===== config.mk =====
export PLATFORM = sky130hd
export DESIGN_NAME = pwm_audio_out_flat
export DESIGN_NICKNAME = d
export VERILOG_FILES = /design/src/rtl/pwm_audio_out_if.sv /design/src/rtl/pwm_audio_out.sv /design/src/flat_wrapper.sv
export SDC_FILE = /design/constraint.sdc
export NUM_CORES = 1
export LEC_CHECK = 0
export CORE_UTILIZATION = 56
export DETAILED_ROUTE_END_ITERATION = 8
export DONT_BUFFER_PORTS = 1
export PLACE_DENSITY_LB_ADDON = 0.05
export SLEW_MARGIN = 10
export SYNTH_ARGS = -nofsm -noshare
export SYNTH_HDL_FRONTEND = slang
export SYNTH_SLANG_ARGS = --single-unit

===== constraint.sdc =====
create_clock -name clk -period 2.65 [get_ports clk]
set_input_delay 0.53 -clock clk [delete_from_list [all_inputs] [get_ports clk]]
set_output_delay 0.53 -clock clk [all_outputs]
set_load 0.02 [all_outputs]

===== src/rtl/pwm_audio_out_if.sv =====
// rtl/pwm_audio_out_if.sv - sample stream handshake between mixer and PWM output stage
// Upstream (master) presents samples; the PWM stage (slave) reports buffer space.
interface pwm_audio_out_if #(
  parameter int WIDTH = 12
);
  logic [WIDTH-1:0] sample_in;
  logic             sample_valid;
  logic             sample_ready;

  modport master (output sample_in, output sample_valid, input sample_ready);
  modport slave  (input sample_in, input sample_valid, output sample_ready);
endinterface


===== src/rtl/pwm_audio_out.sv =====
// rtl/pwm_audio_out.sv - double-buffered PWM audio renderer with underrun tracking
// Optional PWM_UNDERRUN_MUTE_EN: silence the output while starved instead of holding the last sample.
module pwm_audio_out #(
  parameter int WIDTH    = 12,
  parameter int PRESCALE = 1,
  parameter int UCNT_W   = 8
) (
  input  logic              clk,
  input  logic              nRst,
  input  logic              en,
  pwm_audio_out_if.slave    s_if,
  output logic              pwm_out,
  output logic              frame_start,
  output logic              underrun,
  output logic [UCNT_W-1:0] underrun_cnt,
  input  logic              clr_underrun
);
  localparam int PSC_W = (PRESCALE > 1) ? $clog2(PRESCALE) : 1;
  localparam logic [PSC_W-1:0] PSC_MAX = PSC_W'(PRESCALE - 1);
  localparam logic [WIDTH-1:0] CNT_MAX = '1;

  typedef enum logic [1:0] {IDLE, RUN, STARVE} state_t;

  state_t             r_state;
  state_t             w_next;
  logic [PSC_W-1:0]   r_psc;
  logic [WIDTH-1:0]   r_cnt;
  logic [WIDTH-1:0]   r_duty;
  logic [WIDTH-1:0]   r_pend;
  logic               r_pend_full;
  logic               r_pwm;
  logic               r_fs;
  logic [UCNT_W-1:0]  r_ucnt;
  logic               w_tick;
  logic               w_boundary;
  logic               w_xfer;
  logic               w_load;
  logic               w_starve;

  assign w_tick     = en && (r_psc == PSC_MAX);
  assign w_boundary = w_tick && (r_cnt == CNT_MAX) && (r_state != IDLE);
  // Ready is a pure function of registered state, so a boundary that drains
  // the buffer cannot also accept in that cycle.
  assign w_xfer     = s_if.sample_valid && !r_pend_full;

  assign s_if.sample_ready = !r_pend_full;
  assign pwm_out           = r_pwm;
  assign frame_start       = r_fs;
  assign underrun          = (r_state == STARVE);
  assign underrun_cnt      = r_ucnt;

  always_ff @(posedge clk or negedge nRst) begin
    if (!nRst) begin
      r_state <= IDLE;
    end else begin
      r_state <= w_next;
    end
  end

  always_comb begin
    w_next   = r_state;
    w_load   = 1'b0;
    w_starve = 1'b0;
    case (r_state)
      IDLE: begin
        if (r_pend_full) begin
          w_next = RUN;
          w_load = 1'b1;
        end
      end
      RUN, STARVE: begin
        if (w_boundary) begin
          if (r_pend_full) begin
            w_next = RUN;
            w_load = 1'b1;
          end else begin
            w_next   = STARVE;
            w_starve = 1'b1;
          end
        end
      end
      default: w_next = IDLE;
    endcase
  end

  always_ff @(posedge clk or negedge nRst) begin
    if (!nRst) begin
      r_psc       <= '0;
      r_cnt       <= '0;
      r_duty      <= '0;
      r_pend      <= '0;
      r_pend_full <= 1'b0;
      r_pwm       <= 1'b0;
      r_fs        <= 1'b0;
      r_ucnt      <= '0;
    end else begin
      r_fs <= w_load || w_starve;

      if (w_load) begin
        r_pend_full <= 1'b0;
      end else if (w_xfer) begin
        r_pend      <= s_if.sample_in;
        r_pend_full <= 1'b1;
      end

      if (w_load) begin
        r_duty <= r_pend;
`ifdef PWM_UNDERRUN_MUTE_EN
      end else if (w_starve) begin
        r_duty <= '0;
`endif
      end

      // Prescaler is parked at 0 in IDLE so the first frame has full length.
      if (r_state == IDLE) begin
        r_psc <= '0;
      end else if (en) begin
        r_psc <= w_tick ? '0 : r_psc + PSC_W'(1);
      end

      if (r_state == IDLE) begin
        r_cnt <= '0;
      end else if (w_tick) begin
        r_cnt <= r_cnt + WIDTH'(1);
      end

      if (!en || r_state == IDLE) begin
        r_pwm <= 1'b0;
      end else if (w_tick) begin
        r_pwm <= (r_cnt < r_duty);
      end

      if (clr_underrun) begin
        r_ucnt <= '0;
      end else if (w_starve && r_ucnt != '1) begin
        r_ucnt <= r_ucnt + UCNT_W'(1);
      end
    end
  end
endmodule


===== src/flat_wrapper.sv =====
// flat-port wrapper written by rule: the top's interface ports become plain ports
module pwm_audio_out_flat 
#(
  parameter int WIDTH    = 12,
  parameter int PRESCALE = 1,
  parameter int UCNT_W   = 8
)
  (clk, nRst, en, pwm_out, frame_start, underrun, underrun_cnt, clr_underrun, s_if_sample_in, s_if_sample_valid, s_if_sample_ready);
  pwm_audio_out_if #(.WIDTH(WIDTH)) s_if_i ();
  input  logic clk;
  input  logic nRst;
  input  logic en;
  output logic pwm_out;
  output logic frame_start;
  output logic underrun;
  output logic [UCNT_W-1:0] underrun_cnt;
  input  logic clr_underrun;
  input wire logic [$bits(s_if_i.sample_in)-1:0] s_if_sample_in;
  input wire logic [$bits(s_if_i.sample_valid)-1:0] s_if_sample_valid;
  output wire logic [$bits(s_if_i.sample_ready)-1:0] s_if_sample_ready;
  assign s_if_i.sample_in = s_if_sample_in;
  assign s_if_i.sample_valid = s_if_sample_valid;
  assign s_if_sample_ready = s_if_i.sample_ready;
  pwm_audio_out #(.WIDTH(WIDTH), .PRESCALE(PRESCALE), .UCNT_W(UCNT_W)) u_core (.clk(clk), .nRst(nRst), .en(en), .s_if(s_if_i), .pwm_out(pwm_out), .frame_start(frame_start), .underrun(underrun), .underrun_cnt(underrun_cnt), .clr_underrun(clr_underrun));
endmodule

Yosys cells after proc, flatten, opt, wreduce, memory -nomap -nowiden
Index checks and enable logic that the tools add are counted.
- div/mod/pow operators: 0
- add/subtract/negate cells: 3
- multiplexer cells: 21
- reduce and logical (&&, ||, !) cells: 19
- shift-type cells: 0
- multipliers: 0
- equal/unequal tests: 6
- $lt $le $gt $ge: 1
- bitwise gates (word level): 2
- operators by type and width (cell ; number):
    $mux 12 ; 2
    $mux 8 ; 2
    $add 12x1->12 const B ; 1
    $eq 12x12->1 const B ; 1
    $lt 12x12->1 ; 1
    $mux 1 ; 12
    $reduce_bool 2->1 ; 6
    $add 8x1->8 const B ; 1
    $ne 8x8->1 const B ; 1
    $mux 2 ; 3
    $logic_and 1x1->1 ; 5
    $ne 2x1->1 const B ; 2
    $pmux 2 s2 ; 1
    $reduce_and 2->1 ; 2
    $eq 2x1->1 const B ; 1
    $eq 2x2->1 const B ; 1
    $logic_not 1->1 ; 2
    $logic_not 2->1 ; 1
    $logic_or 1x1->1 ; 2
    $not 1->1 ; 2
    $pmux 1 s2 ; 1
    $reduce_or 2->1 ; 1
    $add 1x1->1 const B ; 1
- memories: 0
- bits in read-only memories: 0
- register bits: 50
- bits of input ports: 17
- RAM bits: 0
- bits in latches: 0
- output and inout port bits: 12
- logic and storage cells: 61

Logic depth before layout (Yosys ltp)
- depth in word-level cells: 9
- gate-level depth with buffers: 8
- depth with buffers taken out: 6

Worst setup path before layout
No wires, ideal clock.
- kind: register to register
- from: reg u_core.r_state[0]
- to: reg u_core.r_ucnt[5], in the netlist u_core.underrun_cnt[5]
- stages on the path, launching flop included: 9
- clock period less this slack: 2.328 ns
- required time: 2.572 ns
- library setup time: 0.078 ns
- data arrival time: 2.250 ns
- slack: 0.322 ns
- path buffers: 2
- cells stage by stage: dfrtp_1 inv_1 ha_1 buf_6 or3b_4 or4_1 buf_2 or4_1 a21oi_1
- cells in the longest elaborated chain, start to end: 6
- elaborated cells on any way between the ends: 9
- those cells by class: eq/ne (2); mux (2); reduce/logical (5)
- ends and longest elaborated chain (element ; RTL line ; source):
    start: declaration ; pwm_audio_out.sv:24 ; state_t r_state;
    start signal: assignment ; pwm_audio_out.sv:56 ; r_state <= w_next;
    $reduce_bool 2->1 ; pwm_audio_out.sv:41 ; assign w_boundary = w_tick && (r_cnt == CNT_MAX) && (r_state != IDLE);
    $logic_and 1x1->1 ; pwm_audio_out.sv:41 ;
    $mux 1 ; pwm_audio_out.sv:72 ; if (w_boundary) begin
    $mux 1 * ; pwm_audio_out.sv:64 ; case (r_state)
    $logic_and 1x1->1 * ; pwm_audio_out.sv:135 ; end else if (w_starve && r_ucnt != '1) begin
    $reduce_bool 2->1 (no source line) * ; -- ;
    end signal: assignment ; pwm_audio_out.sv:136 ; r_ucnt <= r_ucnt + UCNT_W'(1);
    end: declaration ; pwm_audio_out.sv:33 ; logic [UCNT_W-1:0] r_ucnt;
Mark *: on every way between the ends. The rest lies on a longest branch, timed or not.
A chain may end at the register's enable or synchronous reset.

Worst setup path in the final report
- from: reg u_core.r_state[1]
- to: reg u_core.r_ucnt[5], in the netlist u_core.underrun_cnt[5]
Same word-level chain as after synthesis.

==> impl_metrics.toml <==
[finish]
multi_input_comb_area_mm2 = 0.001390
area_delta_synth_final_pct = 7.689
post-route-util_pct = 63.03
regArea_mm2 = 0.001251
fill_cells = 395
diodes = 0
final_layout_size_suffix_gt1_share_pct = 11.74
final_nets = 314

[cts]
cts.sinks = 50
cts_tree = "yes"
clock_path_buffers = 2
cts_buffers = 5
htreeDepth = 2
root_buffer = "clkbuf_8"
clk_pin_slew_ns = 0.08
clock_latency_ns = 0.30

[run]
cap_violations = 0

[drt]
routed_wl_um = 5600
num_vias = 2125
drc_errors = 0
antenna_left = 0
vias_per_cell = 6.106
firstDrtPassIters = 4
drt_iter0_drc = 134
wl_per_cell_um = 16.09

[yosys]
synth_area_mm2 = 0.002783
ys_seq_area_share_pct = 44.96
ys.warnings.count = 0
synth_edf_count = 0
syn_inst = 282
synthDistinctLibCells = 47
async_flop_share_pct = 100.0
syn_avg_cell_area_um2 = 9.868
ys_seq_elements = 50
synth_flop_cell = "dfrtp_1"
syn_nets = 315

[power]
ir_drop_uv = 538.5
leakagePower_nw = 1.260
power_density_mw_per_mm2 = 880.7

[sta]
post-route-period-util_pct = 93.20
hold_slack_ns = 0.06700
fmax_mhz = 404.9
slew_violations = 0
setup-tns-final_ns = 0
rsz0062_at_grt = "no"
slew_headroom_pct = 70.62
skew_ns = 0.005405
setup_slack_ns = 0.1803
timing.final.crit_period_ns = 2.470
worst_pin_slew_ns = 0.4406
setup_viol = 0
hold_violations = 0

[global_routing]
grt_max_degree = 51
grt_pass1_vias = 1973
grt_use_total_pct = 23.37
grt_pass1_wl_um = 9473
grt_remaining_overflow = 0
antenna_found_initial = 0

[worst_setup_path]
crit_arrival_ns = 2.69
cp_max_fo = 8
critPathRequiredTime_ns = 2.87
end_kind = "register"
r2r_slack_ns = 0.18
critPathKind = "reg -> reg"
critPathLaunchType = "register"

[die]
die_area_mm2 = 0.005255
ios = 29
die_w_um = 72.49
initial_core_util_pct = 58.53
die-height_um = 72.49
coreArea_mm2 = 0.004755
rows = 25

[hold_path]
min_path_type = "in -> async"

[placed_design]
port-buffer-count = 0
dp_slack_ns = 0.1279
dp_hpwl_um = 3903
globalplace.congestion = 0.8568

[run_status]
status = "completed"
[placed cells by master (no fill, tap or decap), types with 3 or more instances in the layout]
cell type and count:
nor2b_1 4, mux2_2 13, nand4b_1 3, xor2_1 4, ha_1 16, nor3_1 7, dfrtp_1 50, nor4_1 4
nor2_1 28, nand2_1 8, o31ai_1 5, o311ai_0 13, buf_4 7, clkbuf_8 6, o21ai_0 3, nand4_1 14
inv_1 21, a31oi_1 14, a21oi_1 11, xnor2_1 5, nand3_1 7, or4_1 6
[power breakdown]
part           internal, mW  total (mW)  switching (mW)
sequential            0.998        1.16           0.164
combinational         0.397       0.939           0.542
clock                 0.302       0.538           0.236
total                  1.70        2.64           0.942
[per-layer routing]
metal | GRT usage, % | wire length, um | vias to the layer above | share of wire (%)
met1 | 32.67 | 2698 | 1020 | 48
met5 | 0 | 0 | - | 0
met3 | 4.583 | 223 | 9 | 4.0
met2 | 36.45 | 2599 | 45 | 46
met4 | 8.061 | 79 | 0 | 1.4
li1 | - | - | 1051 | -
[worst paths after layout]
check	start	endpoint	depth (start not counted)
worst max-delay path	u_core.r_state[1]	u_core.underrun_cnt[5]	6
worst min register to register	u_core.r_pend[9]	u_core.r_pend[9]	1
worst max register to register	u_core.r_state[1]	u_core.underrun_cnt[5]	6
min in group clk	clr_underrun	u_core.underrun_cnt[4]	1
worst min-delay path	nRst	u_core.r_pend[10]	1
max in group asynchronous	nRst	u_core.r_state[0]	1
[state kept, by name, indices dropped and copies added, names as in the netlist]
signal	cells
u_core.r_psc	1
u_core.frame_start	1
u_core.r_duty	12
u_core.underrun_cnt	8
u_core.r_cnt	12
u_core.r_pend_full	1
u_core.r_pend	12
u_core.pwm_out	1
u_core.r_state	2
[metrics by stage]
step / area, um2 / cells / power, mW
after floorplan: 2783 / 282 / 1.906
after global placement: 2853 / 340 / 2.070
after detailed placement: 2853 / 340 / 2.100
after CTS: 2993 / 348 / 2.664
after global routing: 2997 / 348 / 2.834
final: 2997 / 348 / 2.639
[kinds of logic (layout without fill, tap and decap cells)]
kind of cell / after synthesis / after routing / synth area share (%)
AND/OR/NAND/NOR: 97 / 97 / 19.11
AO/OA/AOI/OAI: 59 / 59 / 14.97
flip-flops: 50 / 50 / 44.96
buffers and inverters: 37 / 36 / 5.306
adder cells (fa/ha/maj): 16 / 16 / 7.194
multiplexers: 14 / 14 / 5.621
XOR/XNOR: 9 / 9 / 2.833
[area by class of cell]
type                    count  share of cell area, %
multi-input cells         195                  46.39
well taps                  67                  2.797
clock buffers               6                  2.756
inverters                  21                  2.630
repair buffers              8                  2.672
clock inverters             1                  1.002
flip-flops and latches     50                  41.75
[synth_stat cells (all sizes together) (2+ instances only)]
master,number,share of area [%]
buf,4,0.85
nand2b,2,0.45
a21o,2,0.54
a31oi,14,3.1
nor2b,5,1.1
clkbuf,12,1.6
inv,21,2.8
nand2,8,1.1
o21ai,4,0.72
nand4,14,3.1
and4,2,0.63
mux2,13,5.3
or4,7,1.9
ha,16,7.2
or2,2,0.45
a21oi,11,2.0
dfrtp,50,45
nor3,7,1.3
o311ai,13,4.1
o31ai,5,1.3
nor2,28,3.8
nand4b,3,0.94
xnor2,5,1.6
or3,2,0.45
nor4,4,0.90
nand3,7,1.3
xor2,4,1.3
[worst max-delay path: stages (launching register included)]
cell and delay [ns]:
dfrtp_1 0.41, inv_1 0.06, ha_1 0.34, or3b_4 0.43, or4_4 0.48, or4_1 0.49, a21oi_1 0.18
[timing repair]
item / in CTS / in global routing
hold buffers: 1 / 0
hold endpoints to repair: 50 / 0
setup endpoints to repair: 0 / 1
gates resized for setup: 0 / 1
buffers inserted: 0 / 0
No activity file was read; power rests on OpenSTA's default activity.
